File: src/rtl/sync_fifo.sv
// Single-clock circular-buffer FIFO with occupancy count, almost-full/empty
// thresholds and registered overflow/underflow pulses for rejected requests.
module sync_fifo #(
  parameter int DATA_WIDTH = 16,
  parameter int DEPTH      = 16,
  parameter int AF_LEVEL   = DEPTH - 2,
  parameter int AE_LEVEL   = 2
) (
  input  logic                    clk,
  input  logic                    rst,
  input  logic                    w,
  input  logic                    r,
  input  logic [DATA_WIDTH-1:0]   data_in,
  output logic [DATA_WIDTH-1:0]   data_out,
  output logic                    empty,
  output logic                    full,
  output logic                    almost_full,
  output logic                    almost_empty,
  output logic [$clog2(DEPTH):0]  count,
  output logic                    overflow,
  output logic                    underflow
);

  localparam int AW = $clog2(DEPTH);
  localparam logic [AW:0]   CNT_FULL = (AW+1)'(DEPTH);
  localparam logic [AW:0]   CNT_AF   = (AW+1)'(AF_LEVEL);
  localparam logic [AW:0]   CNT_AE   = (AW+1)'(AE_LEVEL);
  localparam logic [AW:0]   CNT_ONE  = (AW+1)'(1);
  localparam logic [AW-1:0] PTR_ONE  = AW'(1);

  logic [DATA_WIDTH-1:0] mem_q [DEPTH];
  logic [AW-1:0]         wr_ptr_q, wr_ptr_d;
  logic [AW-1:0]         rd_ptr_q, rd_ptr_d;
  logic [AW:0]           count_q, count_d;
  logic [DATA_WIDTH-1:0] data_out_q, data_out_d;
  logic                  overflow_q, overflow_d;
  logic                  underflow_q, underflow_d;
  logic                  rd_ok, wr_ok;
  logic                  empty_s, full_s;

  assign empty_s = (count_q == '0);
  assign full_s  = (count_q == CNT_FULL);

  // A full FIFO still accepts a write when a read frees a slot in the same cycle.
  assign rd_ok = r && !empty_s;
  assign wr_ok = w && (!full_s || rd_ok);

  always_comb begin
    wr_ptr_d    = wr_ptr_q;
    rd_ptr_d    = rd_ptr_q;
    count_d     = count_q;
    data_out_d  = data_out_q;
    overflow_d  = w && !wr_ok;
    underflow_d = r && !rd_ok;
    if (wr_ok) wr_ptr_d = wr_ptr_q + PTR_ONE;
    if (rd_ok) begin
      rd_ptr_d   = rd_ptr_q + PTR_ONE;
      data_out_d = mem_q[rd_ptr_q];
    end
    case ({wr_ok, rd_ok})
      2'b10:   count_d = count_q + CNT_ONE;
      2'b01:   count_d = count_q - CNT_ONE;
      default: count_d = count_q;
    endcase
  end

  always_ff @(posedge clk) begin
    if (rst) begin
      wr_ptr_q    <= '0;
      rd_ptr_q    <= '0;
      count_q     <= '0;
      data_out_q  <= '0;
      overflow_q  <= 1'b0;
      underflow_q <= 1'b0;
    end else begin
      wr_ptr_q    <= wr_ptr_d;
      rd_ptr_q    <= rd_ptr_d;
      count_q     <= count_d;
      data_out_q  <= data_out_d;
      overflow_q  <= overflow_d;
      underflow_q <= underflow_d;
    end
  end

  // Storage is deliberately unreset; reset only clears pointers and count.
  always_ff @(posedge clk) begin
    if (!rst && wr_ok) mem_q[wr_ptr_q] <= data_in;
  end

  assign data_out     = data_out_q;
  assign count        = count_q;
  assign empty        = empty_s;
  assign full         = full_s;
  assign almost_full  = (count_q >= CNT_AF);
  assign almost_empty = (count_q <= CNT_AE);
  assign overflow     = overflow_q;
  assign underflow    = underflow_q;

endmodule

File: config.mk
export PLATFORM = sky130hd
export DESIGN_NAME = sync_fifo
export DESIGN_NICKNAME = d
export VERILOG_FILES = /design/src/rtl/sync_fifo.sv
export SDC_FILE = /design/constraint.sdc
export NUM_CORES = 1
export LEC_CHECK = 0
export CAP_MARGIN = 20
export CORE_MARGIN = 8
export CORE_UTILIZATION = 54
export CTS_CLUSTER_SIZE = 20
export DETAILED_ROUTE_END_ITERATION = 16
export PLACE_DENSITY = 0.82
export SLEW_MARGIN = 10
export SYNTH_ARGS = -nofsm -noshare
export SYNTH_HDL_FRONTEND = slang
export SYNTH_SLANG_ARGS = --single-unit
File: constraint.sdc
create_clock -name clk -period 3.2 [get_ports clk]
set_clock_uncertainty 0.2 [all_clocks]
set_input_delay 0.64 -clock clk [delete_from_list [all_inputs] [get_ports clk]]
set_output_delay 0.64 -clock clk [all_outputs]
set_load 0.02 [all_outputs]
# Word-level counts from Yosys, hierarchy flattened
# Memory sizes are Yosys's and may differ from the RTL's. A register that Yosys moved wholly into a read port is not among the register bits.
# Cells that the tools add are included.
[totals] ff_bits=15 latch_bits=0 mem_bits_rw=256 mem_bits_ro=0 word_cells=31 n_memories=1
[classes] n_addsub=4 multipliers=0 n_div=0 magnitude_cmp=2 eq_ne=3 n_shift=0 mux=3 n_bitwise=0 reduce_logical=13
[memory_table] memory="mem_q" depth=16 width=16 rd=1 rd_clocked_by_memory_dff=1 write_ports=1 line="31" text="logic [DATA_WIDTH-1:0] mem_q [DEPTH];"
[op_table] cell="5-bit one-hot mux with 2 select lines" n=1
[op_table] cell="4-bit by 1-bit adder with 4-bit output, second input constant" n=2
[op_table] cell="5-bit by 1-bit adder with 5-bit output, second input constant" n=1
[op_table] cell="5-bit equality test, second input constant" n=1
[op_table] cell="5-bit by 4-bit greater-or-equal comparator with 1-bit output, second input constant" n=1
[op_table] cell="5-bit by 2-bit <= comparator with 1-bit output, second input constant" n=1
[op_table] cell="1-bit logical AND" n=5
[op_table] cell="1-bit logical NOT" n=5
[op_table] cell="5-bit logical NOT" n=1
[op_table] cell="5-bit by 1-bit subtractor with 5-bit output, second input constant" n=1
[op_table] cell="2-bit by 1-bit equality test with 1-bit output, second input constant" n=1
[op_table] cell="2-bit equality test, second input constant" n=1
[op_table] cell="1-bit two-way mux" n=2
[op_table] cell="2-bit nonzero test" n=1
[op_table] cell="1-bit logical OR" n=1

# Longest topological paths before layout
# Gate-level depths: netlist of run 1.
[logic_depth] depth_word=8 mapped_depth=10

# Least setup slack after synthesis of run 1
# No wires, ideal clock.
[synth_path] path_kind="input -> register" start="input port r" end="memory mem_q[3][0], enable pin" setup_ns=0.409 t_arrival_ns=2.533 t_required_ns=2.591 setup_slack_ns=0.058 cell_stages=5 n_path_buf=1 path_cell_list="clkbuf_1 nor2b_1 a21oi_1 nand2_1 nor3_1"
[synth_via] elab_chain_len=6
[synth_lines] element="start: declaration" line="12" text="input logic r,"
[synth_lines] element="1-bit logical AND" line="45" text="assign rd_ok = r && !empty_s;"
[synth_lines] element="1-bit logical OR" line="46" text="assign wr_ok = w && (!full_s || rd_ok);"
[synth_lines] element="1-bit logical AND" line="46"
[synth_lines] element="1-bit logical AND" line="87" text="if (!rst && wr_ok) mem_q[wr_ptr_q] <= data_in;"
[synth_lines] element="1-bit two-way mux" line="87"
[synth_lines] element="1-bit two-way mux (implied by the code)" line="87"
[synth_lines] element="end: declaration" line="31"
# No other way between the ends.

# Worst setup path in the final report of run 1
[layout_path] start="register count_q[0] (netlist: count[0])" end="output port empty"
[layout_via] elab_chain_len=1
[layout_lines] element="start: declaration" line="34" text="logic [AW:0] count_q, count_d;"
[layout_lines] element="start signal: assignment" line="78" text="count_q <= count_d;"
[layout_lines] element="5-bit logical NOT" line="41" text="assign empty_s = (count_q == '0);"
[layout_lines] element="end: declaration" line="15" text="output logic empty,"
# No other way between the ends.

==> results.cfg, run 1 <==
[logic_synthesis]
netlist_area_mm2 = 0.01118
synth_nets = 655
muxShareOfSynthArea_pct = 12.97
synth_compound_area_share_pct = 4.209
synthAdderAreaFrac_pct = 1.075
synth_ff_type = edfxtp_1
async_reset_ff_share_pct = 0
synth_cell_types = 48
postSynthAreaPerCell_um2 = 17.86
synth_area_leaders = edfxtp_1, mux4_2, mux2i_1
synth-simple-area-share_pct = 5.115
ys_seq_area_share_pct = 74.32
synthCells = 626
ys_ff_latch = 287
ys_warn_count = 0
yosysTopAreaCell = edfxtp_1
synth_edf_count = 256
yosysTopAreaCellShare_pct = 68.77
synth_top_family_by_area = multiplexers
yosys.area_share.xor_xnor_pct = 0.4701

[worst_setup_path]
cp-end-kind = output port
critical_path_class = register to output port
crit_chain = or4_1 -> buf_4 -> nor2_1 -> dlygate4sd2_1
cp_data_arrival_time_ns = 2.16
path_buf_inv = 2
critPathMaxStageDelay_ns = 0.62
start_kind = register
slowest_stage = or4_1
required_ns = 2.36
path_max_fanout = 9
cp_top_family = simple AND/OR/NAND/NOR gates

[floorplanning]
core_mm2 = 0.02030
ios = 47
die_height_um = 159.9
die-area_mm2 = 0.02556
row_count = 52
start_util_pct = 55.07
die_w_um = 159.9

[min_path]
min_path_type = register to register

[route]
topRoutingLayerUsed = met4
vias = 6089
drc = 0
route.met3.wl_mm = 2.008
drt-met1-wl_mm = 9.327
viasPerCell = 6.120
wl_mm = 23.61
dr.pass1.iters = 5
ant_nets = 0
drt-initial-drc-count = 633
route.met2.wl_mm = 11.86
wl_per_cell_um = 23.73

[finish]
seq_area_mm2 = 0.008313
area_growth_pct = 16.78
multi_input_area_mm2 = 0.002691
fillers = 1292
fin_util_pct = 64.31
layout.nets = 733
n_antenna_cell = 0
drive_above_1_share_pct = 17.79

[sta]
period_needed_ns = 3.004
max_slew.worst_pin.slew_ns = 0.8518
setup_viol = 0
fin_crit_sh_pct = 93.88
slew_headroom_pct = 43.05
slew_viol_final = 0
finalHoldViolCount = 0
fmax_mhz = 332.9
setup_ws_ns = 0.1958
fin_tns_setup_ns = 0
rsz0062_at_grt = no

[global_routing]
grt_pass1_wl_mm = 36.55
grt_pass1_vias = 6308
grt-ovfl-total = 0
antenna_found_initial = 0
grt_start_max_net_pins = 45
grt_usage_pct = 18.20

[power_and_ir_drop]
irDropWorstVdd_mv = 0.3727
p_leak_nw = 4.151
power.density_mw_per_mm2 = 739.6

[placement]
dp_hpwl_mm = 14.74
pre_cts_ws_ns = 0.1056
port_buffers = 46
place_congestion = 0.8374

[job]
drv_cap = 0

[clocking]
h-tree-depth = 1
cts.sinks = 287
hold_buffers = 0
cts_root_buffer = clkbuf_16
clk_pin_slew_ns = 0.06
clock_latency_ns = 0.53
cts_buffers = 27
cts_tree = built
clock_path_buffers = 3

[outcome]
status = finished clean
-- final timing paths --
check	start	endpoint	slack [ns]	cells after the start
max reg2reg	count[0]$_SDFFE_PP0P_	count[4]$_SDFFE_PP0P_	0.38	8
min	data_out[2]$_SDFFE_PP0P_	data_out[2]$_SDFFE_PP0P_	0.29	2
max	count[0]$_SDFFE_PP0P_	empty	0.20	4
min reg2reg	data_out[2]$_SDFFE_PP0P_	data_out[2]$_SDFFE_PP0P_	0.29	2
-- stage by stage --
| stage | power [W] | instance area (um2) | std cells | hold WS [ns] |
|---|---|---|---|---|
| after global placement | 0.006362 | 12130 | 945 | 0.2813 |
| after floorplan | 0.005709 | 11180 | 626 | 0.3095 |
| after global routing | 0.01000 | 13050 | 995 | 0.3089 |
| after detailed placement | 0.006448 | 12130 | 945 | 0.2816 |
| final | 0.009655 | 13050 | 995 | 0.2940 |
| after CTS | 0.009687 | 13050 | 995 | 0.2984 |
-- area by class of cell --
class                   count  area share [%]
repair buffers             87           5.971
flip-flops and latches    287           63.68
well taps                 270           2.588
clock inverters            15           1.419
multi-input cells         298           20.62
inverters                   3         0.08626
clock buffers              35           5.636
-- power by group --
| part | total [W] | leakage (nW) | internal, W | switching [W] |
|---|---|---|---|---|
| combinational | 0.00195 | 1.13 | 0.000888 | 0.00106 |
| clock | 0.00327 | 0.458 | 0.00195 | 0.00132 |
| sequential | 0.00443 | 2.56 | 0.00425 | 0.000183 |
-- layer usage --
layer	up-vias	global-route usage [%]
li1	2663	-
met1	3088	23.73
met2	303	30.87
met3	35	3.316
met4	0	5.183
met5	-	0
-- registers in the layout, summed over array words and instances, names as in the netlist --
name,flops
count,5
overflow,1
rd_ptr_q,4
wr_ptr_q,4
underflow,1
data_out,16
mem_q,256
-- placed cells by master, fill, tap and decap left out, drive strengths merged, types with 2 or more instances in the layout --
cell type and count:
or3 2, o21ai 3, o211ai 3, nor2 40
clkdlybuf4s50 45, xnor2 3, a22o 16, buf 41
nor4 17, ha 8, clkbuf 35, nand3 2
nor2b 5, xor2 3, nand3b 2, bufinv 4
dfxtp 31, nor3 21, edfxtp 256, mux4 32
o22ai 32, clkinv 10, mux2i 68, a21oi 3
nand2b 7, and3 2, nand2 10, inv 4
mux2 4
-- timing repair --
| item | in CTS | in global routing |
|---|---|---|
| setup endpoints to repair | 1 | 1 |
| setup buffers | 0 | 0 |
| resized for setup | 1 | 1 |
-- worst min-delay path: cells and delay by family, from the launching register on --
| family | cells | cell delay, ns |
|---|---|---|
| simple gates | 2 | 0.14 |
| flops | 1 | 0.31 |
-- cell usage after synthesis, types with 3 or more instances --
library cell	count
o22ai_1	32
o211ai_1	3
buf_2	11
a21oi_1	3
ha_1	8
nor3_1	21
a22o_1	16
buf_6	3
clkbuf_1	19
dfxtp_1	31
nand2_1	10
mux2i_1	68
xnor2_1	3
mux4_2	32
nor2_1	40
edfxtp_1	256
buf_4	4
nand2b_1	7
nor4_1	17
inv_1	3
xor2_1	3
nor2b_1	5
-- cell families (layout without fill, tap and decap cells) --
group,Yosys count,after routing
xor+xnor,6,6
fa+ha+maj,9,9
buf+inv,41,140
flops,287,287
simple gates,114,114
mux,104,104
compound gates,65,65
(Power assumes the default switching activity.)
==> run 2: changes to the inputs <==
--- a/config.mk
+++ b/config.mk
@@ -10,6 +10,7 @@
 export CORE_UTILIZATION = 54
 export CTS_CLUSTER_SIZE = 20
 export DETAILED_ROUTE_END_ITERATION = 16
+export GPL_ROUTABILITY_DRIVEN = 0
 export PLACE_DENSITY = 0.82
 export SLEW_MARGIN = 10
 export SYNTH_ARGS = -nofsm -noshare
==> results of run 2 <==
Final layout, timing and power as in run 1 (identical DEF).
==> run 3: changes to the inputs <==
--- a/config.mk
+++ b/config.mk
@@ -5,11 +5,13 @@
 export SDC_FILE = /design/constraint.sdc
 export NUM_CORES = 1
 export LEC_CHECK = 0
+export ABC_CLOCK_PERIOD_IN_PS = 3200
 export CAP_MARGIN = 20
 export CORE_MARGIN = 8
-export CORE_UTILIZATION = 54
+export CORE_UTILIZATION = 57
 export CTS_CLUSTER_SIZE = 20
 export DETAILED_ROUTE_END_ITERATION = 16
+export DONT_BUFFER_PORTS = 1
 export GPL_ROUTABILITY_DRIVEN = 0
 export PLACE_DENSITY = 0.82
 export SLEW_MARGIN = 10
==> run 3 against run 2 <==
Flip-flop and latch count stayed put. Non-clock buffer count fell by 17. Sequential share of layout area increased by 1.2 points. Critical path depth increased by 1. Via count up 0.84%. Highest routed layer is now met5.
==> results.cfg, run 3 (same netlist as run 1, synthesis figures left out) <==
[floorplanning]
die-area_mm2 = 0.02435
ios = 47
die_w_um = 156.0
row_count = 51
core_mm2 = 0.01933
start_util_pct = 57.81
die_height_um = 156.0

[clocking]
cts_tree = built
clock_path_buffers = 3
cts_setup_buffers = 0
clock_latency_ns = 0.53
cts_buffers = 28
clk_pin_slew_ns = 0.06
cts_root_buffer = clkbuf_16
cts.sinks = 287
h-tree-depth = 1

[sta]
max_slew.worst_pin.slew_ns = 1.005
fin_tns_setup_ns = 0
hold_ws_ns = 0.07917
fin_crit_sh_pct = 88.54
setup_viol = 0
period_needed_ns = 2.833
slew_viol_final = 0
fmax_mhz = 352.9
slew_headroom_pct = 33.00
rsz0062_at_grt = no
finalHoldViolCount = 0

[finish]
most-common-layout-cells = edfxtp_1, mux2i_1, buf_4
area_growth_pct = 14.56
fin_util_pct = 66.23
final_area_mm2 = 0.01281
largest_register_ffs = 256
layout_commonest_cell = edfxtp_1
fillers = 1193
drive_above_1_share_pct = 19.04
regMostFlops = mem_q
layout.nets = 717

[min_path]
min_from = r
min_path_type = input port to register

[placement]
dp_hpwl_mm = 14.99
port_buffers = 0
placed_cell_area_mm2 = 0.01174

[worst_setup_path]
critical_path_class = register to register
reg2reg_slack_ns = 0.37
critPathMaxStageDelay_ns = 0.54
start_kind = register
crit_chain = nor2b_1 -> a21oi_1 -> nand2_1 -> nor3_2 -> buf_4
reg2regPathDepth = 5
cp-startpoint = count[4]$_SDFFE_PP0P_
cp_data_arrival_time_ns = 2.85
worstReg2RegStart = count[4]$_SDFFE_PP0P_
path_max_fanout = 14
cp-end-kind = register
required_ns = 3.22
worstReg2RegEnd = mem_q[0][13]$_DFFE_PP_
slowest_stage = dfxtp_1
crit_path_end = mem_q[0][13]$_DFFE_PP_

[route]
drc = 0
viasPerCell = 6.297
drt-initial-drc-count = 676
wl_mm = 24.54
dr.pass1.iters = 5
wl_per_cell_um = 25.17
vias = 6140
ant_nets = 0

[job]
drv_cap = 0

[power_and_ir_drop]
power.density_mw_per_mm2 = 720.9
p_leak_nw = 4.083
power_w = 0.009232
irDropWorstVdd_mv = 0.4702

[global_routing]
grt_pass1_vias = 6098
grt-ovfl-total = 0
grt_start_max_net_pins = 44
grt_usage_pct = 20.32
grt_pass1_wl_mm = 37.16
antenna_found_initial = 2

[outcome]
status = finished clean
run 3: changes by cell type in the layout (fill, tap and decap cells not counted), moves of 2 or more:
cell	change
clkdlybuf4s50_1	-45
clkbuf_1	+3
dlygate4sd3_1	+18
clkbuf_16	+2
clkinv_1	+2
bufinv_16	-3
buf_4	+10
run 3: final cells by class:
class	count	area [um2]	area share [%]
Tap cell	265	331.6	2.589
Clock inverter	12	87.58	0.6839
Timing Repair Buffer	70	590.6	4.612
Multi-Input combinational cell	298	2686	20.98
Clock buffer	39	783.3	6.116
Inverter	3	11.26	0.08793
Antenna cell	1	2.502	0.01954
Sequential cell	287	8313	64.91
run 3: what timing repair did:
action                    in CTS  in global routing
hold endpoints to repair     281                  0
gates resized for setup        0                  0
hold buffers                  18                  0
run 3: power breakdown:
part / internal [W] / switching, W / total [W] / leakage, nW
sequential: 0.00425 / 0.000316 / 0.00457 / 2.56
clock: 0.00178 / 0.00129 / 0.00307 / 0.428
combinational: 0.000666 / 0.000929 / 0.00160 / 1.09
total: 0.00670 / 0.00253 / 0.00923 / 4.08
run 3: how the worst min path moves through the flow:
stage / cells past startpoint / to / slack [ns]
after detailed placement: 2 / rd_ptr_q[1]$_SDFFE_PP0P_ / 0.35
after CTS: 1 / underflow$_SDFF_PP0_ / 0.06
after global placement: 2 / rd_ptr_q[1]$_SDFFE_PP0P_ / 0.32
after global routing: 1 / underflow$_SDFF_PP0_ / 0.06
final: 1 / underflow$_SDFF_PP0_ / 0.08
after floorplan: 2 / rd_ptr_q[1]$_SDFFE_PP0P_ / 0.31
run 3: per-stage QoR:
step	setup slack, ns	std cells
2_1_floorplan	0.05824	626
3_3_place_gp	0.5105	904
3_5_place_dp	0.4477	904
4_1_cts	0.3665	973
5_1_grt	0.2641	975
6_report	0.3666	975
run 3: routing by layer:
| metal | wire (um) | GRT usage, % |
|---|---|---|
| met1 | 9204 | 26.78 |
| met2 | 12060 | 33.40 |
| met3 | 2596 | 4.377 |
| met4 | 664 | 6.146 |
| met5 | 13 | 0 |
run 3: worst max-delay path, delay by kind of cell, from the launching register on:
kind                   cells  cell delay (ns)
and+or+nand+nor            3             1.05
DFF                        1             0.54
AOI/OAI and AO/OA          1             0.38
buffers and inverters      1             0.36
